`src/rtl/display_pkg.sv`:
```
// -----------------------------------------------------------------------------
// display_pkg
//   Shared types and constants for the display arbitration path.
//   - state_t    : display_arbiter FSM states
//   - src_t      : source code presented on disp_src to the display driver
//   - SYM_*      : nibble codes the display driver renders as symbols
//   - cnt_width  : width of a down-counter able to hold the value n-1
// -----------------------------------------------------------------------------
package display_pkg;

    typedef enum logic [2:0] {
        IDLE        = 3'd0,
        LOAD        = 3'd1,
        CONVERT     = 3'd2,
        SHOW_RESULT = 3'd3,
        ERROR       = 3'd4
    } state_t;

    typedef enum logic [1:0] {
        SRC_ENTRY  = 2'd0,
        SRC_RESULT = 2'd1,
        SRC_ERROR  = 2'd2
    } src_t;

    // Non-decimal nibbles reserved for symbols, so they never collide with BCD.
    localparam logic [3:0] SYM_E     = 4'hE;
    localparam logic [3:0] SYM_R     = 4'hA;
    localparam logic [3:0] SYM_O     = 4'hB;
    localparam logic [3:0] SYM_EMPTY = 4'hF;

    // Bits needed to hold n-1 (at least one bit).
    function automatic int cnt_width(input int n);
        return (n < 2) ? 1 : $clog2(n);
    endfunction

endpackage

```
`src/rtl/display_arbiter_hold_timer.sv`:
```
// -----------------------------------------------------------------------------
// hold_timer
//   Loadable down-counter that stops at zero. Used both for the minimum result
//   hold time and for the converter timeout.
//   Ports:
//     clock       in  : system clock
//     reset_n     in  : synchronous active-low reset (count -> 0)
//     load        in  : load load_value this cycle (wins over counting)
//     load_value  in  : value to load
//     zero        out : count has reached zero (stays there until reloaded)
// -----------------------------------------------------------------------------
module hold_timer
    import display_pkg::*;
#(
    parameter int CNT_W = 8
) (
    input  logic             clock,
    input  logic             reset_n,
    input  logic             load,
    input  logic [CNT_W-1:0] load_value,
    output logic             zero
);

    logic [CNT_W-1:0] count;

    always_ff @(posedge clock) begin
        if (!reset_n) begin
            count <= '0;
        end else if (load) begin
            count <= load_value;
        end else if (count != '0) begin
            count <= count - CNT_W'(1);
        end
    end

    assign zero = (count == '0);

endmodule

```
`src/rtl/display_arbiter.sv`:
```
// -----------------------------------------------------------------------------
// display_arbiter
//   Arbitrates the shared 7-segment display path between live operand entry,
//   computation results and errors. The winning value is sent through an
//   external bcd_convert via a start/done handshake; only completed
//   conversions reach the display.
//   Ports:
//     clock, reset_n             : 50 MHz clock, synchronous active-low reset
//     entry_value   in  WIDTH    : operand being typed (level)
//     result_req    in           : pulse, result_value valid
//     result_value  in  WIDTH    : new result
//     error_req     in           : pulse, calculator error
//     clear         in           : pulse, drop error/result, back to entry
//     conv_start    out          : pulse to converter
//     conv_binary   out WIDTH    : converter operand, stable while converting
//     conv_bcd      in  WIDTH    : converter result, valid with conv_done
//     conv_done     in           : pulse from converter
//     disp_value    out WIDTH    : BCD value shown
//     disp_error    out          : show the error message
//     disp_src      out 2        : 0=ENTRY 1=RESULT 2=ERROR
//     busy          out          : conversion in flight
//     fault         out          : sticky converter timeout
// -----------------------------------------------------------------------------
module display_arbiter
    import display_pkg::*;
#(
    parameter int WIDTH        = 32,
    parameter int HOLD_CYCLES  = 25_000_000,
    parameter int CONV_TIMEOUT = 1024
) (
    input  logic             clock,
    input  logic             reset_n,
    input  logic [WIDTH-1:0] entry_value,
    input  logic             result_req,
    input  logic [WIDTH-1:0] result_value,
    input  logic             error_req,
    input  logic             clear,
    output logic             conv_start,
    output logic [WIDTH-1:0] conv_binary,
    input  logic [WIDTH-1:0] conv_bcd,
    input  logic             conv_done,
    output logic [WIDTH-1:0] disp_value,
    output logic             disp_error,
    output logic [1:0]       disp_src,
    output logic             busy,
    output logic             fault
);

    localparam int HOLD_W = cnt_width(HOLD_CYCLES);
    localparam int TMO_W  = cnt_width(CONV_TIMEOUT);
    localparam logic [HOLD_W-1:0] HOLD_INIT = HOLD_W'(HOLD_CYCLES - 1);
    localparam logic [TMO_W-1:0]  TMO_INIT  = TMO_W'(CONV_TIMEOUT - 1);

    state_t           state_q, state_d;
    src_t             target_q, target_d;
    src_t             disp_src_q, disp_src_d;
    logic [WIDTH-1:0] last_entry, last_entry_d;
    logic             pend_vld, pend_vld_d;
    logic [WIDTH-1:0] pend_value, pend_value_d;
    logic [WIDTH-1:0] conv_binary_d;
    logic [WIDTH-1:0] disp_value_d;
    logic             disp_error_d;
    logic             fault_d;

    // Request that won arbitration this cycle and starts a new conversion.
    logic             go_load;
    logic [WIDTH-1:0] go_value;
    src_t             go_target;

    logic             hold_load, hold_zero;
    logic             to_load, conv_expired;
    logic             entry_changed;

    assign entry_changed = (entry_value != last_entry);

    // LOAD always exits after one cycle, so state_d==LOAD marks entry into it.
    assign to_load = (state_d == LOAD);

    hold_timer #(.CNT_W(HOLD_W)) u_hold_timer (
        .clock      (clock),
        .reset_n    (reset_n),
        .load       (hold_load),
        .load_value (HOLD_INIT),
        .zero       (hold_zero)
    );

    // Loaded as conv_start issues; expiring means CONV_TIMEOUT-1 cycles
    // have elapsed since the start pulse without an answer.
    hold_timer #(.CNT_W(TMO_W)) u_timeout_timer (
        .clock      (clock),
        .reset_n    (reset_n),
        .load       (to_load),
        .load_value (TMO_INIT),
        .zero       (conv_expired)
    );

    always_comb begin
        state_d       = state_q;
        target_d      = target_q;
        disp_src_d    = disp_src_q;
        last_entry_d  = last_entry;
        pend_vld_d    = pend_vld;
        pend_value_d  = pend_value;
        conv_binary_d = conv_binary;
        disp_value_d  = disp_value;
        disp_error_d  = disp_error;
        fault_d       = fault;
        hold_load     = 1'b0;
        go_load       = 1'b0;
        go_value      = entry_value;
        go_target     = SRC_ENTRY;

        if (error_req) begin
            // Error preempts everything, including a conv_done this cycle.
            state_d      = ERROR;
            disp_error_d = 1'b1;
            disp_src_d   = SRC_ERROR;
            pend_vld_d   = 1'b0;
        end else begin
            case (state_q)
                IDLE: begin
                    if (result_req) begin
                        go_load   = 1'b1;
                        go_value  = result_value;
                        go_target = SRC_RESULT;
                    end else if (entry_changed) begin
                        go_load      = 1'b1;
                        last_entry_d = entry_value;
                    end
                end

                LOAD: begin
                    state_d = CONVERT;
                    // conv_start already went out; a new result must wait.
                    if (result_req) begin
                        pend_vld_d   = 1'b1;
                        pend_value_d = result_value;
                    end
                end

                CONVERT: begin
                    if (conv_done) begin
                        disp_value_d = conv_bcd;
                        disp_src_d   = target_q;
                        if (result_req) begin
                            go_load    = 1'b1;
                            go_value   = result_value;
                            go_target  = SRC_RESULT;
                            pend_vld_d = 1'b0;
                        end else if (pend_vld) begin
                            go_load    = 1'b1;
                            go_value   = pend_value;
                            go_target  = SRC_RESULT;
                            pend_vld_d = 1'b0;
                        end else if (target_q == SRC_RESULT) begin
                            state_d   = SHOW_RESULT;
                            hold_load = 1'b1;
                        end else begin
                            state_d = IDLE;
                        end
                    end else if (conv_expired) begin
                        state_d      = ERROR;
                        fault_d      = 1'b1;
                        disp_error_d = 1'b1;
                        disp_src_d   = SRC_ERROR;
                        pend_vld_d   = 1'b0;
                    end else if (result_req) begin
                        // One-deep: the newest result overwrites an older one.
                        pend_vld_d   = 1'b1;
                        pend_value_d = result_value;
                    end
                end

                SHOW_RESULT: begin
                    if (clear) begin
                        go_load      = 1'b1;
                        last_entry_d = entry_value;
                    end else if (result_req) begin
                        go_load   = 1'b1;
                        go_value  = result_value;
                        go_target = SRC_RESULT;
                    end else if (hold_zero && entry_changed) begin
                        go_load      = 1'b1;
                        last_entry_d = entry_value;
                    end
                end

                ERROR: begin
                    if (clear) begin
                        go_load      = 1'b1;
                        last_entry_d = entry_value;
                        disp_error_d = 1'b0;
                    end
                end

                default: state_d = IDLE;
            endcase

            if (go_load) begin
                state_d       = LOAD;
                conv_binary_d = go_value;
                target_d      = go_target;
            end
        end
    end

    always_ff @(posedge clock) begin
        if (!reset_n) begin
            state_q     <= IDLE;
            target_q    <= SRC_ENTRY;
            disp_src_q  <= SRC_ENTRY;
            last_entry  <= '0;
            pend_vld    <= 1'b0;
            pend_value  <= '0;
            conv_binary <= '0;
            disp_value  <= '0;
            disp_error  <= 1'b0;
            fault       <= 1'b0;
        end else begin
            state_q     <= state_d;
            target_q    <= target_d;
            disp_src_q  <= disp_src_d;
            last_entry  <= last_entry_d;
            pend_vld    <= pend_vld_d;
            pend_value  <= pend_value_d;
            conv_binary <= conv_binary_d;
            disp_value  <= disp_value_d;
            disp_error  <= disp_error_d;
            fault       <= fault_d;
        end
    end

    assign conv_start = (state_q == LOAD);
    assign busy       = (state_q == LOAD) || (state_q == CONVERT);
    assign disp_src   = disp_src_q;

endmodule

```
`config.mk`:
```
export PLATFORM = sky130hd
export DESIGN_NAME = display_arbiter
export DESIGN_NICKNAME = d
export VERILOG_FILES = /design/src/rtl/display_pkg.sv /design/src/rtl/display_arbiter_hold_timer.sv /design/src/rtl/display_arbiter.sv
export SDC_FILE = /design/constraint.sdc
export NUM_CORES = 1
export LEC_CHECK = 0
export BUFFER_PORTS_ARGS = -buffer_cell sky130_fd_sc_hd__buf_2
export CAP_MARGIN = 10
export CORE_UTILIZATION = 55
export CTS_CLUSTER_DIAMETER = 200
export DETAILED_ROUTE_END_ITERATION = 7
export PLACE_DENSITY = 0.83
export SLEW_MARGIN = 20
export SYNTH_ARGS = -nofsm -noshare
export SYNTH_HDL_FRONTEND = slang
export SYNTH_SLANG_ARGS = --single-unit
```
`constraint.sdc`:
```
create_clock -name clock -period 2.6 [get_ports clock]
set_clock_uncertainty 0.05 [all_clocks]
set_input_delay 0.52 -clock clock [delete_from_list [all_inputs] [get_ports clock]]
set_output_delay 0.52 -clock clock [all_outputs]
set_load 0.02 [all_outputs]
```
==> results.py <==
metrics = {
    "logic_synthesis": {
        "synth_warnings": 0,
        "synthFlopType": "dfxtp_1",
        "synth_nets": 1081,
        "synth.distinct_cells": 63,
        "synth_edf_count": 0,
        "yosysMostFrequentCell": "nand2_1",
        "synth.avg_cell_area_um2": 8.69,
        "synth_top_area_share_pct": 40.6,
        "synthArstFlopShare_pct": 0,
        "ys_ff_latch": 172,
        "synth_commonest_cells": "nand2_1, dfxtp_1, mux2i_1",
        "synth-seq-area-share_pct": 40.6,
        "netlist_area_mm2": 0.00847,
        "yosysTopAreaCell": "dfxtp_1",
        "synth.area.top_cells": "dfxtp_1, nand2_1, mux2i_1",
        "synth_cells": 975,
    },
    "place": {
        "dpl_cell_area_mm2": 0.00959,
        "dp_hpwl_um": 14500,
        "place.detailed.instances": 1296,
        "port_buffers": 171,
        "place.gp.congestion": 0.869,
        "post-place-ws_ns": 0.135,
    },
    "cells_and_area": {
        "area_growth_syn_to_layout_pct": 20.4,
        "nFillCells": 1192,
        "fin_area_mm2": 0.0102,
        "fin_nets": 1237,
        "multi_input_area_mm2": 0.00466,
        "drive_gt1_share_pct": 24.2,
        "regArea_mm2": 0.00344,
        "final_cells": 1328,
    },
    "global_routing": {
        "gr-total-overflow": 0,
        "grt_pass1_vias": 7033,
        "antenna_found_initial": 2,
        "grt_max_degree": 71,
        "grt_pass1_wl_um": 33900,
        "grt_use_total_pct": 26.5,
    },
    "floorplanning": {
        "coreArea_mm2": 0.0148,
        "die_y_um": 126,
        "die_w_um": 126,
        "top_level_ports": 172,
        "dieArea_mm2": 0.0159,
        "placementRows": 44,
        "initial_utilization_pct": 57.4,
    },
    "clock_network": {
        "insertion_delay_ns": 0.42,
        "post_cts_buffers": 0,
        "hold_buffers": 0,
        "htree_levels": 4,
        "clock-root-buffer": "clkbuf_16",
        "cts_tree": "built",
        "clk_pin_slew_ns": 0.06,
        "cts_buffers": 17,
        "cts_num_sinks": 172,
        "clk_path_buf_depth": 2,
    },
    "routing": {
        "vias_per_cell": 5.63,
        "routedWlPerCell_um": 15.6,
        "totalWireLength_um": 20800,
        "route.met3.wl_um": 1280,
        "met1_length_um": 8880,
        "top_layer_used": "met5",
        "firstDrtPassIters": 6,
        "drt_iter0_markers": 528,
        "vias": 7478,
        "drc_errors": 0,
        "postRouteAntennaNets": 0,
        "route.met2.wl_um": 9990,
    },
    "power": {
        "p_sw_share_pct": 31.7,
        "power_density_mw_per_mm2": 796,
        "seq_power_share_pct": 39.8,
        "ir_worst_vdd_mv": 0.577,
        "leakage_nw": 4.30,
        "pwr-share-comb_pct": 28.3,
        "p_int_w": 0.00554,
        "clockPowerShare_pct": 31.9,
        "power.switching_w": 0.00257,
    },
    "sta": {
        "whs_ns": 0.298,
        "rsz0062_at_grt": "false",
        "timing.final.hold_violations": 0,
        "finalSetupViolCount": 0,
        "timing.fmax_mhz": 399,
        "period_share_pct": 96.5,
        "maxSlewHeadroom_pct": 55.9,
        "worst_pin_slew_ns": 0.661,
        "layout_setup_ws_ns": 0.0910,
        "final_max_slew_viol_count": 0,
        "tns_ns": 0,
        "fin_crit_ns": 2.51,
    },
    "critical_path": {
        "crit_buf_inv": 1,
        "crit_path_start_kind": "flip-flop",
        "cpMaxStageDelayCell": "dfxtp_1",
        "ff2ff_setup_slack_ns": 0.16,
        "critPathRequiredTime_ns": 2.03,
        "worstPathArrival_ns": 1.94,
        "worstPathCellList": "nor3b_1 > or2_2 > buf_2",
        "cp_max_fo": 22,
        "crit_type": "flip-flop to output pin",
        "endpoint_kind": "output pin",
        "critPathMaxStageDelay_ns": 0.74,
        "critPathTopFamily": "flip-flops",
    },
    "job": {
        "maxCapViolations": 0,
    },
    "run_status": {
        "status": "finished clean",
    },
    "min_path": {
        "hp-class": "input port to flip-flop",
    },
}
-- power by group through the flow --
stage | sequential (W) | clock (W) | combinational, W
final | 0.00323 | 0.00259 | 0.00230
after global routing | 0.00327 | 0.00275 | 0.00253
after CTS | 0.00323 | 0.00263 | 0.00229
after detailed placement | 0.00328 | 0 | 0.00228
after global placement | 0.00326 | 0 | 0.00222
after floorplan | 0.00328 | 0 | 0.00162
-- area by class of cell --
type	count	area share, %
timing repair buffer	206	12.0
multi-input combinational	727	45.7
antenna	1	0.0245
clock buffer	18	4.31
tap	184	2.26
inverter	7	0.258
clock inverter	13	1.63
sequential	172	33.8
-- per-stage QoR --
step | util [%] | total power [W]
final | 69.1 | 0.00811
after CTS | 69.1 | 0.00815
after detailed placement | 65.0 | 0.00555
after global placement | 65.0 | 0.00548
after floorplan | - | 0.00490
after global routing | 69.1 | 0.00854
-- kinds of logic after synthesis --
kind of cell	synth area share, %
flip-flops	40.6
AO/OA/AOI/OAI	17.0
adder cells (fa/ha/maj)	0.591
buffers and inverters	4.33
multiplexers	9.13
AND/OR/NAND/NOR	22.0
XOR/XNOR	6.31
-- worst paths after layout --
| kind | from | end | depth (start not counted) |
|---|---|---|---|
| max | state_q[0]$_SDFF_PN0_ | busy | 3 |
| min | conv_bcd[22] | disp_value[22]$_SDFFE_PN0P_ | 3 |
| max reg2reg | u_hold_timer.count[11]$_SDFFE_PN0P_ | conv_binary[18]$_SDFFE_PN0P_ | 6 |
| min reg2reg | conv_binary[4]$_SDFFE_PN0P_ | conv_binary[4]$_SDFFE_PN0P_ | 2 |
-- worst reg2reg max path: stages (launching register included) --
cell and delay, ns:
dfxtp_1 0.36, nor4_1 0.49, and4b_2 0.41, a21oi_4 0.11
o32ai_4 0.47, buf_12 0.22, mux2i_1 0.24
-- cell usage in the layout (no fill, tap or decap), drive strengths merged, types with 8 or more instances in the layout --
cell type	instances
nor2b	8
dfxtp	172
inv	9
nand2	233
mux2i	66
a21boi	47
nand2b	23
a21oi	11
o221a	10
o2bb2ai	12
clkbuf	18
a221o	10
mux2	10
xor2	51
nor4	16
xnor2	10
buf	206
a22oi	11
o21a	14
a222oi	10
o21ai	43
nor2	36
nand3	38
-- sequential cells by signal, indices dropped and copies added (netlist names) --
register	count
fault	1
pend_vld	1
target_q	1
disp_src	2
u_hold_timer.count	25
disp_error	1
conv_binary	32
state_q	3
last_entry	32
pend_value	32
u_timeout_timer.count	10
disp_value	32
-- metal layers --
layer / vias up / global-route usage [%]
met5: - / 0
met4: 2 / 11.0
met3: 43 / 5.61
met2: 277 / 44.9
met1: 3446 / 32.6
li1: 3710 / -
-- timing repair --
item / 4_1_cts / 5_1_grt
endpoints found under the hold margin: 0 / 0
endpoints found under the setup margin: 0 / 12
resized for setup: 0 / 1
No activity file was read; power rests on OpenSTA's default activity.
